$ cat config.mk
export PLATFORM = sky130hd
export DESIGN_NAME = mfm_writer_flat
export DESIGN_NICKNAME = d
export VERILOG_FILES = /design/src/rtl/mfm_writer_if.sv /design/src/rtl/mfm_writer.sv /design/src/flat_wrapper.sv
export SDC_FILE = /design/constraint.sdc
export NUM_CORES = 1
export LEC_CHECK = 0
export CORE_MARGIN = 5
export CORE_UTILIZATION = 48
export CTS_BUF_LIST = sky130_fd_sc_hd__clkbuf_16
export CTS_CLUSTER_DIAMETER = 150
export DETAILED_ROUTE_END_ITERATION = 8
export GPL_ROUTABILITY_DRIVEN = 0
export PLACE_DENSITY = 0.69
export SETUP_SLACK_MARGIN = 0.15
export SYNTH_ARGS = -nofsm -noshare
export SYNTH_HDL_FRONTEND = slang
export SYNTH_SLANG_ARGS = --single-unit
export TNS_END_PERCENT = 1
$ cat constraint.sdc
create_clock -name iCLK -period 2.47 [get_ports iCLK]
set_input_delay 0.3705 -clock iCLK [delete_from_list [all_inputs] [get_ports iCLK]]
set_output_delay 0.3705 -clock iCLK [all_outputs]
set_load 0.05 [all_outputs]
$ cat src/rtl/mfm_writer_if.sv
// mfm_writer_if
// Bundles the byte-feed handshake and the write-head outputs of mfm_writer.
//   iWG        write gate (1 = serialize, 0 = idle/abort)
//   iDATA      byte to write
//   iMARK      00 normal, 01 A1 mark, 10 C2 mark, 11 normal
//   iLOAD      one-cycle strobe into the holding register
//   oREQ       holding register empty
//   oWD        write-data pulse to the drive
//   oBUSY      serializer running
//   oLOST      sticky underrun flag
//   state_dbg  FSM state (0 = IDLE, 1 = RUN)
// Handshake: a byte is accepted on a rising iCLK edge where iLOAD=1 and
// oREQ=1; iLOAD with oREQ=0 is ignored, and iDATA/iMARK only need to be
// valid in the accepting cycle.
interface mfm_writer_if;
  logic       iWG;
  logic [7:0] iDATA;
  logic [1:0] iMARK;
  logic       iLOAD;
  logic       oREQ;
  logic       oWD;
  logic       oBUSY;
  logic       oLOST;
  logic       state_dbg;

  modport master (
    output iWG, iDATA, iMARK, iLOAD,
    input  oREQ, oWD, oBUSY, oLOST, state_dbg
  );

  modport slave (
    input  iWG, iDATA, iMARK, iLOAD,
    output oREQ, oWD, oBUSY, oLOST, state_dbg
  );
endinterface

$ cat src/rtl/mfm_writer.sv
// mfm_writer
// MFM serializer for a floppy write head. Bytes (or A1/C2 sync marks) are
// taken from a one-deep holding register, MFM-encoded into 16 half-cells
// and emitted MSB first as fixed-width oWD pulses.
// Ports:
//   iCLK  single clock
//   iRST  asynchronous active-high reset
//   bus   mfm_writer_if.slave (iWG, iDATA, iMARK, iLOAD, oREQ, oWD, oBUSY,
//         oLOST, state_dbg)
// Parameters:
//   HALF_CELL_CLKS  iCLK cycles per half-cell
//   WPULSE_CLKS     write pulse width in iCLK cycles
//   PRECOMP_CLKS    precompensation shift in iCLK cycles
// Optional feature: define MFM_WRITER_PRECOMP_EN to enable write
// precompensation (stream delayed two half-cells, pulses shifted early/late).
module mfm_writer #(
  parameter int HALF_CELL_CLKS = 32,
  parameter int WPULSE_CLKS    = 4,
  parameter int PRECOMP_CLKS   = 2
) (
  input  logic        iCLK,
  input  logic        iRST,
  mfm_writer_if.slave bus
);

  localparam int CW = (HALF_CELL_CLKS > 1) ? $clog2(HALF_CELL_CLKS) : 1;
  localparam logic [CW-1:0] CNT_LAST = CW'(HALF_CELL_CLKS - 1);

  if (WPULSE_CLKS < 1 || WPULSE_CLKS > HALF_CELL_CLKS / 4 || PRECOMP_CLKS < 0 ||
      2 * PRECOMP_CLKS + WPULSE_CLKS > HALF_CELL_CLKS) begin : g_bad_params
    $error("mfm_writer: pulse width / precomp do not fit in a half-cell");
  end

  typedef enum logic {IDLE = 1'b0, RUN = 1'b1} state_t;

  state_t        state_q, state_d;
  logic          full_q;
  logic [7:0]    hdata_q;
  logic [1:0]    hmark_q;
  logic [CW-1:0] clk_cnt_q;
  logic [3:0]    cell_cnt_q;
  logic [15:0]   word_q;
  logic          prev_q;
  logic          wd_q;
  logic          lost_q;

  logic          run_active;
  logic          byte_start;
  logic          load_ok;
  logic [31:0]   cnt_ext;
  logic [15:0]   enc_word;
  logic          enc_prev;
  logic [7:0]    enc_data;
  logic          enc_p;
  logic          wd_next;

  // Serializer only advances while the gate is still high; the cycle in
  // which iWG is sampled low is already treated as an abort.
  assign run_active = (state_q == RUN) && bus.iWG;
  assign byte_start = run_active && (cell_cnt_q == 4'd0) && (clk_cnt_q == '0);
  assign load_ok    = bus.iLOAD && !full_q;
  assign cnt_ext    = 32'(clk_cnt_q);

  // FSM next state
  always_comb begin
    state_d = state_q;
    case (state_q)
      IDLE:    if (bus.iWG)  state_d = RUN;
      RUN:     if (!bus.iWG) state_d = IDLE;
      default: state_d = IDLE;
    endcase
  end

  always_ff @(posedge iCLK or posedge iRST) begin
    if (iRST) state_q <= IDLE;
    else      state_q <= state_d;
  end

  // Encoder for the word about to start. An empty holding register encodes
  // 0x00 as a normal byte (underrun). Marks ignore the previous data bit.
  always_comb begin
    enc_word = '0;
    enc_prev = prev_q;
    enc_data = full_q ? hdata_q : 8'h00;
    enc_p    = prev_q;
    if (full_q && hmark_q == 2'b01) begin
      enc_word = 16'h4489;
      enc_prev = 1'b1;
    end else if (full_q && hmark_q == 2'b10) begin
      enc_word = 16'h5224;
      enc_prev = 1'b0;
    end else begin
      for (int i = 7; i >= 0; i--) begin
        enc_word[2*i+1] = ~enc_p & ~enc_data[i];
        enc_word[2*i]   = enc_data[i];
        enc_p           = enc_data[i];
      end
      enc_prev = enc_data[0];
    end
  end

`ifdef MFM_WRITER_PRECOMP_EN
  // hist_q holds the most recent cells (bit 0 newest); hval_q marks which
  // of them belong to the current write so pre-start cells never count as
  // neighbours. The cell actually written lags the encoder by two cells.
  logic [4:0]  hist_q;
  logic [4:0]  hval_q;
  logic        cur_bit;
  logic        center, before2, before2_ok, after2;
  logic        early, late;
  logic [31:0] offset;

  assign cur_bit = (cell_cnt_q == 4'd0) ? enc_word[15] : word_q[4'd15 - cell_cnt_q];

  always_comb begin
    // In the cell-start cycle the history has not shifted yet, so the
    // window sits one position lower and the look-ahead is the new cell.
    if (clk_cnt_q == '0) begin
      center     = hist_q[1];
      before2    = hist_q[3];
      before2_ok = hval_q[3];
      after2     = cur_bit;
    end else begin
      center     = hist_q[2];
      before2    = hist_q[4];
      before2_ok = hval_q[4];
      after2     = hist_q[0];
    end
    early  = before2_ok && before2 && !after2;
    late   = before2_ok && !before2 && after2;
    offset = early ? 32'd0 : (late ? 32'(2 * PRECOMP_CLKS) : 32'(PRECOMP_CLKS));
    wd_next = run_active && center && (cnt_ext >= offset) &&
              (cnt_ext < offset + 32'(WPULSE_CLKS));
  end

  always_ff @(posedge iCLK or posedge iRST) begin
    if (iRST) begin
      hist_q <= '0;
      hval_q <= '0;
    end else if (!run_active) begin
      hist_q <= '0;
      hval_q <= '0;
    end else if (clk_cnt_q == '0) begin
      hist_q <= {hist_q[3:0], cur_bit};
      hval_q <= {hval_q[3:0], 1'b1};
    end
  end
`else
  logic bit_now;

  // Cell 0 of a word comes straight from the encoder: word_q only holds it
  // from the following cycle on.
  assign bit_now = (cell_cnt_q == 4'd0 && clk_cnt_q == '0) ? enc_word[15]
                                                            : word_q[4'd15 - cell_cnt_q];

  always_comb begin
    wd_next = run_active && bit_now && (cnt_ext < 32'(WPULSE_CLKS));
  end
`endif

  always_ff @(posedge iCLK or posedge iRST) begin
    if (iRST) begin
      full_q     <= 1'b0;
      hdata_q    <= '0;
      hmark_q    <= '0;
      clk_cnt_q  <= '0;
      cell_cnt_q <= '0;
      word_q     <= '0;
      prev_q     <= 1'b0;
      wd_q       <= 1'b0;
      lost_q     <= 1'b0;
    end else begin
      wd_q <= wd_next;

      if (run_active) begin
        if (clk_cnt_q == CNT_LAST) begin
          clk_cnt_q  <= '0;
          cell_cnt_q <= cell_cnt_q + 4'd1;
        end else begin
          clk_cnt_q <= clk_cnt_q + 1'b1;
        end
      end else begin
        clk_cnt_q  <= '0;
        cell_cnt_q <= '0;
      end

      if (state_q == IDLE) begin
        prev_q <= 1'b0;
        if (bus.iWG) lost_q <= 1'b0;
      end else if (byte_start) begin
        word_q <= enc_word;
        prev_q <= enc_prev;
        if (!full_q) lost_q <= 1'b1;
      end

      // Abort empties the holding register; a load accepted in a byte-start
      // cycle (only possible on underrun) is kept for the next word.
      if (state_q == RUN && !bus.iWG) begin
        full_q <= 1'b0;
      end else if (load_ok) begin
        full_q  <= 1'b1;
        hdata_q <= bus.iDATA;
        hmark_q <= bus.iMARK;
      end else if (byte_start) begin
        full_q <= 1'b0;
      end
    end
  end

  assign bus.oREQ      = ~full_q;
  assign bus.oWD       = wd_q;
  assign bus.oBUSY     = (state_q == RUN);
  assign bus.oLOST     = lost_q;
  assign bus.state_dbg = (state_q == RUN);

endmodule
$ cat src/flat_wrapper.sv
// flat-port wrapper written by rule: the top's interface ports become plain ports
module mfm_writer_flat 
#(
  parameter int HALF_CELL_CLKS = 32,
  parameter int WPULSE_CLKS    = 4,
  parameter int PRECOMP_CLKS   = 2
)
  (iCLK, iRST, bus_iWG, bus_iDATA, bus_iMARK, bus_iLOAD, bus_oREQ, bus_oWD, bus_oBUSY, bus_oLOST, bus_state_dbg);
  mfm_writer_if bus_i ();
  input  logic iCLK;
  input  logic iRST;
  input wire logic [$bits(bus_i.iWG)-1:0] bus_iWG;
  input wire logic [$bits(bus_i.iDATA)-1:0] bus_iDATA;
  input wire logic [$bits(bus_i.iMARK)-1:0] bus_iMARK;
  input wire logic [$bits(bus_i.iLOAD)-1:0] bus_iLOAD;
  output wire logic [$bits(bus_i.oREQ)-1:0] bus_oREQ;
  output wire logic [$bits(bus_i.oWD)-1:0] bus_oWD;
  output wire logic [$bits(bus_i.oBUSY)-1:0] bus_oBUSY;
  output wire logic [$bits(bus_i.oLOST)-1:0] bus_oLOST;
  output wire logic [$bits(bus_i.state_dbg)-1:0] bus_state_dbg;
  assign bus_i.iWG = bus_iWG;
  assign bus_i.iDATA = bus_iDATA;
  assign bus_i.iMARK = bus_iMARK;
  assign bus_i.iLOAD = bus_iLOAD;
  assign bus_oREQ = bus_i.oREQ;
  assign bus_oWD = bus_i.oWD;
  assign bus_oBUSY = bus_i.oBUSY;
  assign bus_oLOST = bus_i.oLOST;
  assign bus_state_dbg = bus_i.state_dbg;
  mfm_writer #(.HALF_CELL_CLKS(HALF_CELL_CLKS), .WPULSE_CLKS(WPULSE_CLKS), .PRECOMP_CLKS(PRECOMP_CLKS)) u_core (.iCLK(iCLK), .iRST(iRST), .bus(bus_i));
endmodule
# Word-level counts from Yosys, hierarchy flattened
# Index checks and enable logic that the tools add are counted.
# word_totals
regBits,40
input_bits,14
word_cells,81
out_inout_bits,5
# classes
n_reduce_logical,19
eq_ne,6
magnitude_cmp,2
n_mux,22
bitwise,19
n_addsub,3
# op_table
operator,count
16-bit 2-to-1 mux,2
1-bit 2-to-1 mux,14
1-bit inverter,11
1-bit logical AND,10
5-bit 2-to-1 mux,2
1-bit AND,8
4-bit 2-to-1 mux,2
8-bit 2-to-1 mux,1
2-bit inequality test (second input constant),3
5-bit by 1-bit adder with 5-bit output (second input constant),1
5-bit == test (second input constant),1
5-bit logical NOT,1
4-bit by 5-bit < comparator with 1-bit output (second input constant),1
5-bit by 3-bit < comparator with 1-bit output (second input constant),1
4-bit by 1-bit adder with 4-bit output (second input constant),1
1-bit binary-select mux with 4-bit select,1
4-bit logical NOT,1
2-bit AND reduction,2
4-bit subtractor (first input constant),1
3-bit AND reduction,1
3-bit nonzero test,1
2-bit by 1-bit == test with 1-bit output (second input constant),1
2-bit == test (second input constant),1
1-bit logical NOT,2
2-bit nonzero test,1

# Longest topological paths before layout
# depth
depth_word,8
ltp_mapped,9
ltp_nobuf,6

# Worst setup path before layout
# OpenSTA, ideal clock, no wires.
# synth_path
path_type,reg2reg
start,"register u_core.state_q, in the netlist u_core.bus.oBUSY"
end,register u_core.prev_q
path_buffers,2
arrival_time_ps,2010
setup_ps,119
stages_incl_launch_ff,7
setup_slack_ps,341
synth_period_minus_slack_ps,2129
cell_sequence,dfrtp_1 nand2_1 or4_4 buf_6 buf_4 nand3_1 nand2_1
# synth_between
elab_chain_len,4
# synth_lines
item,line,text
start: declaration,mfm_writer.sv:36,"state_t state_q, state_d;"
start signal: assignment,mfm_writer.sv:76,else state_q <= state_d;
1-bit logical AND,mfm_writer.sv:59,assign run_active = (state_q == RUN) && bus.iWG;
1-bit logical AND (2 in series),mfm_writer.sv:60,assign byte_start = run_active && (cell_cnt_q == 4'd0) && (clk_cnt_q == '0);
2-bit inequality test (no source line),--,
end signal: assignment,mfm_writer.sv:192,prev_q <= enc_prev;
end: declaration,mfm_writer.sv:43,logic prev_q;
# Several ways; a longest one is shown, not always the timed one.
# A chain may end at the register's enable or synchronous reset.

# Final worst setup path
# layout_path
start,input port bus_iWG
end,register u_core.prev_q
# layout_between
elab_chain_len,4
# layout_lines
item,line,text
start: declaration,flat_wrapper.sv:12,input wire logic [$bits(bus_i.iWG)-1:0] bus_iWG;
1-bit logical AND,mfm_writer.sv:59,
1-bit logical AND (2 in series),mfm_writer.sv:60,
2-bit inequality test (no source line),--,
# No other way between the ends.

==> reports/summary.txt <==
final design utilization - 59.6%
number of enable flip-flop cells after synthesis - 0
Setup Buffers After CTS - 0
overall global routing resource usage - 16.3%
data required time of the critical path - 2.69 ns
slew at the pin closest to its max-slew limit - 0.499 ns
critical path data arrival time - 2.28 ns
Hold Buf Count CTS - 0
Main synth FF type - sky130_fd_sc_hd__dfrtp_1
synthesis-to-layout area growth - 22.2%
final critical delay including setup and external delays - 2.06 ns
critical path capture point type - register
switching power as a share of total power - 25.8%
post-detailed-route DRC marker count - 0
number of vias after detailed routing - 1353
net switching power of the design - 591 uW
later-pin clock latency in the skew report - 0.28 ns
Via-to-Cell Ratio - 5.61
leakage power summed over all cells - 1.05 nW
post-route non-filler standard cell count - 241
Total Neg Setup Slack - 0 ns
Port Buffers - 18
count of nets after finishing - 209
worst setup path start - bus_iWG
crit-path max FO - 19
reg-to-reg startpoint - u_core.cell_cnt_q[0]
FF-to-FF End - u_core.prev_q
clock net sink count - 40
Ant. Diodes - 0
count of maximum capacitance violations - 0
hold path startpoint - u_core.word_q[14]
I/O pin cnt - 19
r2r worst-path depth - 6
number of distinct standard cells referenced by the synthesized netlist - 37
power density over the cells - 973 mW/mm^2
buffer levels on the longest clock path - 2
ys async rst share - 100%
Resized Gates After CTS - 0
routed wire length - 3810 um
Die Span X - 73.3 um
maximum achievable frequency - 485 MHz
post-synthesis net count - 192
yosys synthesis warning count - 0
clock transition at the registers of the reported paths - 0.06 ns
pre-CTS WS - 0.130 ns
worst hold path stage count - 2
total of endpoints with negative setup slack in the final report - 0
initial antenna violation count - 0
setup repair after global routing missed its margin - false
endpoint of the worst hold-timing path - u_core.word_q[14]
worst setup margin - 0.408 ns
outcome - completed
register bit count reported by yosys - 40
period utilization - 83.5%
Congestion Overflow GR - 0
Clock Root Buffer - sky130_fd_sc_hd__clkbuf_16
starting density of the core - 48.8%
first-pass GRT wire length - 6680 um
Total Die Area - 0.00538 mm^2
synthesized netlist cell count - 173
cell internal power dissipation - 1.70 mW
Starting DRT DRC Count - 105
placeable core region - 0.00394 mm^2
H-tree depth reported by CTS - 2
HPWL reported at the end of detailed placement - 2710 um
Critical Path Source Type - input port
number of placed instances with taps included - 233
class of the most critical setup path - input port to register
proportion of layout cells with a drive suffix above 1 - 17.3%
Clock power frac - 40.5%
relative slew slack - 66.7%
WL/cell - 15.8 um
largest net degree at the start of global routing - 41
mean instance size in the synthesized netlist - 11.1 um^2
commonest non-fill, non-tap cells in the layout - sky130_fd_sc_hd__dfrtp_1, sky130_fd_sc_hd__nand2_1, sky130_fd_sc_hd__clkdlybuf4s50_1
Worst IR Drop VDD - 0.000557 V
Comb pwr share - 19.7%
most frequent standard cell in the layout excluding fill and tap cells - sky130_fd_sc_hd__dfrtp_1
number of CTS-inserted buffers - 5
final max-slew violation count - 0
register-to-register path setup slack - 0.51 ns
die outline height - 73.3 um
standard-cell rows - 23
Antenna Violating Nets Remaining - 0
portion of total power attributed to sequential cells - 39.9%
TritonCTS clock tree - built
skew final - 0.00369 ns
number of optimization iterations in the first detailed-route pass - 4
type of the worst min-delay path - register to register
Post-Syn Area - 0.00192 mm^2
number of global-route vias before repair - 1462
sequential element share of the synthesized area - 52.0%
endpoints failing hold - 0
layout make-up:
cell class | instances | area (um^2)
Multi-Input combinational cell | 114 | 836
Timing Repair Buffer | 22 | 210
Clock buffer | 5 | 125
Inverter | 7 | 26.3
Fill cell | 320 | 1590
Clock inverter | 3 | 90.1
Sequential cell | 40 | 1000
Tap cell | 50 | 62.6
metal layers:
layer  track usage (%)  wire length, um
met5                 0                0
met4              7.04               80
met3              4.38              164
met2              28.2             1990
met1              18.8             1570
worst max-delay path by stage:
stage / end / slack [ns] / cells past startpoint
4_1_cts: u_core.prev_q / 0.41 / 5
3_3_place_gp: u_core.prev_q / 0.20 / 5
6_report: u_core.prev_q / 0.41 / 5
2_1_floorplan: u_core.prev_q / 0.34 / 6
3_5_place_dp: u_core.prev_q / 0.13 / 5
5_1_grt: u_core.word_q[15] / 0.31 / 4
flip-flops by register name, summed over array words and instances (netlist names):
register and flops:
u_core.bus.oBUSY 1, u_core.bus.oLOST 1, u_core.bus.oWD 1, u_core.cell_cnt_q 4, u_core.clk_cnt_q 5, u_core.full_q 1
u_core.hdata_q 8, u_core.hmark_q 2, u_core.prev_q 1, u_core.word_q 16
kinds of logic (layout without fill, tap and decap cells):
family          after synthesis  after routing  share of synthesized area (%)
compound gates               30             30                           10.1
fa+ha+maj                     5              5                           3.25
mux                          20             20                           13.3
xor+xnor                      6              6                           2.73
buf+inv                      19             37                           4.55
flops                        40             40                           52.0
simple gates                 53             53                           14.1
power groups by stage:
stage / Clock [mW] / Sequential (mW) / Combinational (mW)
final: 0.926 / 0.912 / 0.450
after global routing: 0.976 / 0.930 / 0.501
after CTS: 0.945 / 0.910 / 0.452
after detailed placement: 0 / 0.921 / 0.447
after global placement: 0 / 0.913 / 0.434
after floorplan: 0 / 0.905 / 0.322
Yosys cell counts (all sizes together) (2+ instances only):
cell    instances  share of area [%]
o21a            4                1.6
clkbuf          8                1.6
and3            4                1.3
mux2           14                8.2
nor2            6                1.2
xor2            4                1.8
nand2b          2               0.65
nor3            4                1.0
dfrtp          40                 52
inv             7                1.4
ha              5                3.3
o311ai          3                1.4
mux2i           3                1.6
nand3           6                1.6
xnor2           2               0.91
a21oi           7                1.8
mux4            3                3.5
o21ai          10                2.8
nand2          24                4.7
buf             4                1.6
critical path: stages:
cell	delay [ns]
sky130_fd_sc_hd__clkdlybuf4s50_1	0.55
sky130_fd_sc_hd__nand2_1	0.28
sky130_fd_sc_hd__or4_4	0.72
sky130_fd_sc_hd__a211o_1	0.29
sky130_fd_sc_hd__nand2_1	0.06
per-stage QoR:
stage,hold slack [ns],power [mW],area [um^2]
CTS,0.477,2.31,2350
global route,0.494,2.41,2350
detailed placement,0.462,1.37,2140
finish,0.479,2.29,2350
floorplan,0.402,1.23,1920
global placement,0.456,1.35,2140
Note: power is estimated with default switching activity, not from simulation.
